[config.mk]
export PLATFORM = sky130hd
export DESIGN_NAME = perf_snapshot_fifo
export DESIGN_NICKNAME = d
export VERILOG_FILES = /design/src/rtl/perf_snapshot_fifo.sv
export SDC_FILE = /design/constraint.sdc
export NUM_CORES = 1
export LEC_CHECK = 0
export CAP_MARGIN = 0
export CORE_AREA = 10 10 248 250
export DETAILED_ROUTE_END_ITERATION = 6
export DIE_AREA = 0 0 258 260
export PLACE_DENSITY_LB_ADDON = 0.1
export SLEW_MARGIN = 20
export SYNTH_ARGS = -nofsm -noshare
export SYNTH_HDL_FRONTEND = slang
export SYNTH_SLANG_ARGS = --single-unit
export TNS_END_PERCENT = 5
[constraint.sdc]
create_clock -name clk -period 34.7 [get_ports clk]
set_input_delay 6.94 -clock clk [delete_from_list [all_inputs] [get_ports clk]]
set_output_delay 6.94 -clock clk [all_outputs]
set_load 0.01 [all_outputs]
[src/rtl/perf_snapshot_fifo.sv]
// Captures perf-monitor counters on measurement_done, computes utilization and queues records for the CSR bridge.
// Define PERF_SNAP_UTIL_EN to include the sequential divider; without it snap_util is always 0.
module perf_snapshot_fifo #(
  parameter int COUNTER_WIDTH = 32,
  parameter int DEPTH         = 4,
  parameter int DROP_WIDTH    = 16
) (
  input  logic                     clk,
  input  logic                     rst,
  input  logic                     measurement_done,
  input  logic [COUNTER_WIDTH-1:0] total_cycles_count,
  input  logic [COUNTER_WIDTH-1:0] active_cycles_count,
  input  logic [COUNTER_WIDTH-1:0] idle_cycles_count,
  input  logic [COUNTER_WIDTH-1:0] cache_hit_count,
  input  logic [COUNTER_WIDTH-1:0] cache_miss_count,
  input  logic                     clear,
  input  logic                     snap_ready,
  output logic                     snap_valid,
  output logic [COUNTER_WIDTH-1:0] snap_total,
  output logic [COUNTER_WIDTH-1:0] snap_active,
  output logic [COUNTER_WIDTH-1:0] snap_idle,
  output logic [COUNTER_WIDTH-1:0] snap_hits,
  output logic [COUNTER_WIDTH-1:0] snap_misses,
  output logic [8:0]               snap_util,
  output logic [$clog2(DEPTH):0]   fifo_level,
  output logic [DROP_WIDTH-1:0]    drop_count,
  output logic                     busy
);

  localparam int PW = $clog2(DEPTH);
  localparam int LW = PW + 1;

  typedef enum logic [1:0] {
    IDLE = 2'd0,
    DIV  = 2'd1,
    PUSH = 2'd2
  } state_e;

  typedef struct packed {
    logic [COUNTER_WIDTH-1:0] total;
    logic [COUNTER_WIDTH-1:0] active;
    logic [COUNTER_WIDTH-1:0] idle;
    logic [COUNTER_WIDTH-1:0] hits;
    logic [COUNTER_WIDTH-1:0] misses;
    logic [8:0]               util;
  } rec_t;

  state_e                state_r, state_s;
  rec_t                  cap_r;
  rec_t                  rec_s;
  rec_t                  head_s;
  rec_t                  mem_r [DEPTH];
  logic [PW-1:0]         wr_ptr_r, rd_ptr_r;
  logic [LW-1:0]         level_r, level_s;
  logic                  valid_r;
  logic [DROP_WIDTH-1:0] drop_r, drop_s;
  logic [DROP_WIDTH:0]   drop_sum_s;
  logic [1:0]            drop_inc_s;
  logic                  capture_s, pop_s, full_s, push_s, push_ok_s;
  logic                  push_drop_s, strobe_drop_s;
  logic                  fast_s, div_done_s;
  logic [8:0]            util_s;

`ifdef PERF_SNAP_UTIL_EN
  localparam int N   = COUNTER_WIDTH + 8;
  localparam int DCW = $clog2(N + 1);

  // Dividend shifts out of dq_r's top while quotient bits shift in at the bottom.
  logic [COUNTER_WIDTH-1:0] rem_r, rem_s;
  logic [N-1:0]             dq_r;
  logic [DCW-1:0]           cnt_r;
  logic [COUNTER_WIDTH:0]   trial_s;
  logic                     fit_s;

  // One restoring-division step on the current partial remainder.
  always_comb begin
    trial_s = {rem_r, dq_r[N-1]};
    fit_s   = (trial_s >= {1'b0, cap_r.total});
    if (fit_s) begin
      rem_s = trial_s[COUNTER_WIDTH-1:0] - cap_r.total;
    end else begin
      rem_s = trial_s[COUNTER_WIDTH-1:0];
    end
    fast_s     = (total_cycles_count == {COUNTER_WIDTH{1'b0}});
    div_done_s = (cnt_r == DCW'(N - 1));
    util_s     = dq_r[8:0];
  end

  // Divider state: loaded on capture, stepped once per DIV cycle.
  always_ff @(posedge clk) begin
    if (rst || clear) begin
      rem_r <= '0;
      dq_r  <= '0;
      cnt_r <= '0;
    end else if (capture_s) begin
      rem_r <= '0;
      cnt_r <= '0;
      if (fast_s) begin
        dq_r <= '0;
      end else begin
        dq_r <= {active_cycles_count, 8'd0};
      end
    end else if (state_r == DIV) begin
      rem_r <= rem_s;
      dq_r  <= {dq_r[N-2:0], fit_s};
      cnt_r <= cnt_r + DCW'(1);
    end
  end
`else
  // Without the divider every capture goes straight to PUSH with zero utilization.
  always_comb begin
    fast_s     = 1'b1;
    div_done_s = 1'b1;
    util_s     = 9'd0;
  end
`endif

  // Capture-path next state; clear overrides any transition.
  always_comb begin
    state_s = state_r;
    if (clear) begin
      state_s = IDLE;
    end else begin
      case (state_r)
        IDLE: begin
          if (measurement_done) begin
            state_s = fast_s ? PUSH : DIV;
          end else begin
            state_s = IDLE;
          end
        end
        DIV: begin
          if (div_done_s) begin
            state_s = PUSH;
          end else begin
            state_s = DIV;
          end
        end
        PUSH:    state_s = IDLE;
        default: state_s = IDLE;
      endcase
    end
  end

  // State register.
  always_ff @(posedge clk) begin
    if (rst) begin
      state_r <= IDLE;
    end else begin
      state_r <= state_s;
    end
  end

  // FIFO handshake, level and drop-count arithmetic.
  always_comb begin
    capture_s     = (state_r == IDLE) && measurement_done;
    strobe_drop_s = (state_r != IDLE) && measurement_done;
    pop_s         = valid_r && snap_ready;
    full_s        = (level_r == LW'(DEPTH));
    push_s        = (state_r == PUSH);
    push_ok_s     = push_s && (!full_s || pop_s);
    push_drop_s   = push_s && !push_ok_s;
    rec_s         = cap_r;
    rec_s.util    = util_s;
    head_s        = mem_r[rd_ptr_r];
    case ({push_ok_s, pop_s})
      2'b10:   level_s = level_r + LW'(1);
      2'b01:   level_s = level_r - LW'(1);
      default: level_s = level_r;
    endcase
    drop_inc_s = {1'b0, push_drop_s} + {1'b0, strobe_drop_s};
    drop_sum_s = {1'b0, drop_r} + {{(DROP_WIDTH-1){1'b0}}, drop_inc_s};
    if (drop_sum_s[DROP_WIDTH]) begin
      drop_s = '1;
    end else begin
      drop_s = drop_sum_s[DROP_WIDTH-1:0];
    end
  end

  // Capture register, FIFO storage, pointers, level and drop counter.
  always_ff @(posedge clk) begin
    if (rst || clear) begin
      cap_r    <= '0;
      wr_ptr_r <= '0;
      rd_ptr_r <= '0;
      level_r  <= '0;
      valid_r  <= 1'b0;
      drop_r   <= '0;
      for (int i = 0; i < DEPTH; i++) begin
        mem_r[i] <= '0;
      end
    end else begin
      if (capture_s) begin
        cap_r.total  <= total_cycles_count;
        cap_r.active <= active_cycles_count;
        cap_r.idle   <= idle_cycles_count;
        cap_r.hits   <= cache_hit_count;
        cap_r.misses <= cache_miss_count;
        cap_r.util   <= 9'd0;
      end
      if (push_ok_s) begin
        mem_r[wr_ptr_r] <= rec_s;
        wr_ptr_r        <= wr_ptr_r + PW'(1);
      end
      if (pop_s) begin
        rd_ptr_r <= rd_ptr_r + PW'(1);
      end
      level_r <= level_s;
      valid_r <= (level_s != '0);
      drop_r  <= drop_s;
    end
  end

  assign snap_valid  = valid_r;
  assign snap_total  = head_s.total;
  assign snap_active = head_s.active;
  assign snap_idle   = head_s.idle;
  assign snap_hits   = head_s.hits;
  assign snap_misses = head_s.misses;
  assign snap_util   = head_s.util;
  assign fifo_level  = level_r;
  assign drop_count  = drop_r;
  assign busy        = (state_r != IDLE);

endmodule
==> results.json, run 1 <==
{
  "ir_drop_mv": 0.04333,
  "arrival_ns": 4.24,
  "post-route-period-util_pct": 32.22,
  "cts_made_buffers": 82,
  "required_ns": 27.76,
  "port_buffers": 345,
  "rows": 87,
  "critPathLaunchType": "flop",
  "final_cell_count_no_fill": 3512,
  "synth_edf_count": 640,
  "postCtsSetupBuffers": 0,
  "crit_path_end_kind": "output pin",
  "placed_cells": 3358,
  "synthCells": 2388,
  "routed_wl_um": 82510,
  "slowest_delay_ns": 0.96,
  "cts_resized": 0,
  "ant_nets": 0,
  "grt_pass1_vias": 20410,
  "synth-seq-cells": 827,
  "maxCapViolCount": 0,
  "postCtsHoldBufs": 0,
  "area_growth_pct": 19.61,
  "crit_path_max_fanout": 65,
  "yosysUniqueCellTypes": 43,
  "max-slew-margin-rel_pct": 26.44,
  "cts.sinks": 827,
  "dieArea_um2": 67080,
  "grt_usage_pct": 24.51,
  "yosysSeqAreaShare_pct": 67.34,
  "yosysWarnings": 0,
  "crit_slowest_cell": "buf_4",
  "finClkSkew_ns": 0.02167,
  "die_y_um": 260,
  "max_freq_mhz": 89.45,
  "clock_path_buffers": 3,
  "final_layout_size_suffix_gt1_share_pct": 12.06,
  "holdWs_ns": 0.4784,
  "power_mw": 2.128,
  "r2r_start": "fifo_level[0]$_SDFF_PP0_",
  "fin_crit_ns": 11.18,
  "async_flop_share_pct": 0,
  "cts_tree": "done",
  "nets": 2855,
  "clkLatencyLatePin_ns": 0.62,
  "pwr_density_cell_nw_per_um2": 52.17,
  "final.setup.tns_ns": 0,
  "routed_via_density": 5.670,
  "fin_util_pct": 72.47,
  "avgSynthCellArea_um2": 14.28,
  "globalRoute.totalOverflow": 0,
  "place_congestion": 0.7714,
  "clockRootBuffer": "clkbuf_16",
  "worstPathCellList": "buf_4 -> buf_4 -> mux4_2 -> clkdlybuf4s50_1",
  "dieWidth_um": 258,
  "hold_path.startpoint": "cap_r[70]$_SDFFE_PP0P_",
  "crit_path_frequent_cell": "buf_4",
  "status": "finished, final reports clean",
  "drc": 0,
  "dr.first_iter.drc_count": 1681,
  "start_util_pct": 60.59,
  "core_um2": 56280,
  "worstMarginPinSlew_ns": 1.103,
  "wl_per_cell_um": 23.49,
  "hold_violations": 0,
  "antenna_found_initial": 3,
  "slew_viol_final": 0,
  "netlist_area_um2": 34100,
  "finalSetupViolations": 0,
  "grt_pass1_wl_um": 125200,
  "power.leakage_nw": 14.94,
  "path_clk_slew_ns": 0.06,
  "grt_max_degree": 85,
  "dp_hpwl_um": 46550,
  "path_class": "reg2out",
  "synth_ff_type": "edfxtp_1",
  "io_pins": 355,
  "htree_levels": 3,
  "min_path_type": "reg2reg",
  "rsz0062_at_grt": "no",
  "drt_pass1_iterations": 5,
  "vias": 19910
}
==> layout make-up <==
class	instances	area [um2]
diodes	2	5.005
clock buffers	114	2336
clock inverters	38	394.1
fillers	3720	15490
inverters	12	45.04
multi-input cells	1386	10390
flip-flops and latches	827	22970
well taps	756	945.9
repair buffers	377	3697
==> sequential cells by signal, summed over array words and instances (netlist names), named ones only <==
register,flops
rd_ptr_r,2
snap_valid,1
mem_r,640
state_r,1
fifo_level,3
wr_ptr_r,2
drop_count,16
cap_r,160
==> synthesized netlist by cell type (3+ instances only) <==
library cell	count	area share, %
a211oi_1	3	0.066
a21oi_1	174	2.6
a31oi_1	5	0.092
and2_1	641	12
buf_1	8	0.088
buf_2	18	0.26
buf_4	12	0.26
buf_6	10	0.33
clkbuf_1	115	1.3
clkbuf_2	8	0.12
dfxtp_1	187	11
edfxtp_1	640	56
inv_1	12	0.13
mux4_2	160	11
nand2_1	327	3.6
nand3_1	5	0.073
nand4_1	4	0.073
nor2_1	12	0.13
o21ai_0	4	0.059
xnor2_1	7	0.18
xor2_1	7	0.18
==> cell usage in the layout, fill, tap and decap left out, drive strengths merged, types with 3 or more instances in the layout <==
master,Yosys,routed
bufinv,0,8
dfxtp,187,187
mux4,160,160
conb,1,9
xnor2,7,7
buf,48,32
nor4,3,3
clkbuf,123,114
nand3,5,5
o21ai,4,4
inv,12,14
clkdlybuf4s50,0,345
nand4,4,4
a31oi,6,6
xor2,7,7
and2,641,641
a21oi,174,174
nand2,327,327
nor3,3,3
clkinv,0,25
nor2,12,12
a211oi,3,3
clkinvlp,0,3
edfxtp,640,640
==> stage by stage <==
step                      worst slack [ns]  instance area, um2
after detailed placement             23.85               38040
after floorplan                      15.13               34130
after global routing                 23.30               40780
after CTS                            23.18               40770
final                                23.52               40780
after global placement               23.90               38040
==> layer usage <==
layer,up-vias,global-route usage (%),wire (um)
li1,9066,-,-
met5,-,0,13
met4,2,8.250,2087
met3,106,4.503,6304
met1,10010,32.03,32110
met2,725,41.09,41990
==> where the power goes <==
part           leakage [nW]  switching (mW)  internal (mW)  total, mW
Sequential             8.66          0.0141           1.10       1.12
Clock                  1.34           0.368          0.530      0.898
Combinational          4.95          0.0635         0.0509      0.114
==> worst paths after layout <==
kind	end	cells after the start	slack, ns
min	cap_r[70]$_SDFFE_PP0P_	2	0.48
min reg2reg	cap_r[70]$_SDFFE_PP0P_	2	0.48
max reg2reg	mem_r[3][63]$_DFFE_PP_	6	31.01
max	snap_total[2]	4	23.52
==> cells by family (layout without fill, tap and decap cells) <==
| kind of cell | after synthesis | count (layout) | share of synthesized area, % |
|---|---|---|---|
| flops | 827 | 827 | 67.34 |
| buf+inv | 183 | 541 | 2.462 |
| fa+ha+maj | 4 | 4 | 0.1908 |
| compound gates | 192 | 192 | 3.009 |
| mux | 160 | 160 | 10.57 |
| other cells | 1 | 11 | 0.01100 |
| xor+xnor | 14 | 14 | 0.3596 |
| simple gates | 1007 | 1007 | 16.06 |
==> worst max-delay path, delay by kind of cell, from the launching register on <==
kind                   cells  cell delay, ns
buffers and inverters      3            2.25
DFF                        1            0.79
muxes                      1            0.46
Power figures use the tool's default switching activity.
==> run 2: changes to the inputs <==
--- a/config.mk
+++ b/config.mk
@@ -6,9 +6,9 @@
 export NUM_CORES = 1
 export LEC_CHECK = 0
 export CAP_MARGIN = 0
-export CORE_AREA = 10 10 248 250
+export CORE_AREA = 10 10 270 272
 export DETAILED_ROUTE_END_ITERATION = 6
-export DIE_AREA = 0 0 258 260
+export DIE_AREA = 0 0 280 282
 export PLACE_DENSITY_LB_ADDON = 0.1
 export SLEW_MARGIN = 20
 export SYNTH_ARGS = -nofsm -noshare
==> constraint.sdc (replaced) <==
create_clock -name clk -period 9.8 [get_ports clk]
set_input_delay 1.96 -clock clk [delete_from_list [all_inputs] [get_ports clk]]
set_output_delay 1.96 -clock clk [all_outputs]
set_load 0.01 [all_outputs]
==> run 2 against run 1 <==
- sequential share of layout area fell by 0.34 points
- total power grew to 3.5 times the previous value
- critical path depth shrank 1
- cell count grew 3.6%
- largest cell class unchanged
- highest routed layer unchanged
==> results.json, run 2 (synthesized netlist as in run 1, its figures left out) <==
{
  "vias": 19790,
  "cts_tree": "done",
  "post-route-period-util_pct": 55.42,
  "cts.sinks": 827,
  "dieWidth_um": 280,
  "layout_commonest_cell": "and2_1",
  "crit_path_max_fanout": 44,
  "hold_path.startpoint": "cap_r[68]$_SDFFE_PP0P_",
  "power_mw": 7.540,
  "drc": 0,
  "globalRoute.totalOverflow": 0,
  "antenna-diode-count": 0,
  "clock_path_buffers": 3,
  "path_class": "reg2out",
  "grt_usage_pct": 21.32,
  "nets": 2854,
  "critPathLaunchType": "flop",
  "rsz0062_at_grt": "no",
  "max_freq_mhz": 184.1,
  "antenna_found_initial": 2,
  "arrival_ns": 3.47,
  "core_um2": 67750,
  "hold_violations": 0,
  "required_ns": 7.84,
  "r2r_start": "snap_valid$_SDFF_PP0_",
  "crit_path_end_kind": "output pin",
  "grt_pass1_vias": 20530,
  "slew_viol_final": 0,
  "postCtsSetupBuffers": 0,
  "nFillCells": 5285,
  "largest_reg_flops": 640,
  "start_util_pct": 50.33,
  "maxCapViolCount": 0,
  "ant_nets": 0,
  "routed_wl_um": 84960,
  "timing.rr.end": "mem_r[0][122]$_SDFFCE_PN0P_",
  "max-slew-margin-rel_pct": 26.64,
  "final_cell_mix": "and2_1, edfxtp_1, clkdlybuf4s50_1",
  "pwr_density_cell_nw_per_um2": 183.8,
  "finClkSkew_ns": 0.01624,
  "routed_via_density": 5.442,
  "min_path_type": "reg2reg",
  "placed_area_um2": 38200,
  "clkLatencyLatePin_ns": 0.61,
  "io_pins": 355,
  "port_buffers": 345,
  "ir_drop_mv": 0.1295,
  "hold_end": "cap_r[68]$_SDFFE_PP0P_",
  "final_layout_size_suffix_gt1_share_pct": 11.72,
  "status": "finished, final reports clean",
  "htree_levels": 3,
  "cts_resized": 0,
  "clockRootBuffer": "clkbuf_16",
  "finalSetupViolations": 0,
  "rows": 96,
  "worstMarginPinSlew_ns": 1.100,
  "r2r_slack_ns": 6.36,
  "place_congestion": 0.7518,
  "largest_register": "mem_r",
  "final_area_um2": 41030,
  "grt_max_degree": 159,
  "die_y_um": 282,
  "power.leakage_nw": 14.96,
  "fin_crit_ns": 5.432,
  "postCtsHoldBufs": 0,
  "path_clk_slew_ns": 0.06,
  "cts_made_buffers": 85,
  "dieArea_um2": 78960,
  "area_growth_pct": 20.33,
  "dr.first_iter.drc_count": 1530,
  "grt_pass1_wl_um": 126900,
  "wl_per_cell_um": 23.36,
  "r2r_cells": 7,
  "dp_hpwl_um": 46110,
  "drt_pass1_iterations": 5,
  "holdPathStages": 2
}
run 2: worst max-delay path by stage:
stage / start / to / slack [ns] / cells after the start
5_1_grt: flop / snap_hits[1] / 4.12 / 3
6_report: flop / snap_hits[1] / 4.37 / 3
2_1_floorplan: snap_ready / mem_r[3][0]$_DFFE_PP_ / -0.40 / 4
3_3_place_gp: clear / mem_r[1][54]$_SDFFCE_PN0P_ / 4.30 / 6
4_1_cts: flop / snap_hits[1] / 4.22 / 3
3_5_place_dp: snap_ready / mem_r[0][122]$_SDFFCE_PN0P_ / 4.23 / 8
run 2: final cells by class:
| cell class | count | area, um2 | area share (%) |
|---|---|---|---|
| clock buffers | 125 | 2432 | 5.928 |
| clock inverters | 32 | 314.1 | 0.7655 |
| inverters | 12 | 45.04 | 0.1098 |
| multi-input cells | 1386 | 10390 | 25.32 |
| flip-flops and latches | 827 | 22970 | 55.98 |
| well taps | 882 | 1104 | 2.690 |
| repair buffers | 373 | 3774 | 9.198 |
run 2: routing by layer:
metal	track usage (%)	share of wire, %	vias up
li1	-	-	9073
met1	27.17	41	10040
met2	37.00	51	586
met3	4.029	6.8	92
met4	5.613	1.9	2
met5	0	0.015	-
run 2: worst max-delay path: stages, from the launching register on:
cell and delay [ns]:
dfxtp_4 0.74, buf_4 0.83, mux4_2 0.68, clkdlybuf4s50_1 0.55
run 2: power by group:
| part | leakage (nW) | internal (mW) | switching, mW | total, mW |
|---|---|---|---|---|
| logic | 4.97 | 0.183 | 0.232 | 0.415 |
| clock network | 1.34 | 1.88 | 1.30 | 3.18 |
| registers | 8.66 | 3.90 | 0.0464 | 3.95 |
| total | 15.0 | 5.96 | 1.58 | 7.54 |
run 2: through the flow:
stage	setup slack, ns	setup TNS [ns]	cells	util, %	hold slack, ns
final	4.368	0	3637	60.56	0.4800
after global routing	4.117	0	3637	60.56	0.5050
after global placement	4.299	0	3477	56.39	0.4656
after floorplan	-0.4030	-128.91	2396	-	0.4569
after detailed placement	4.232	0	3477	56.39	0.4726
after CTS	4.216	0	3634	60.44	0.4827
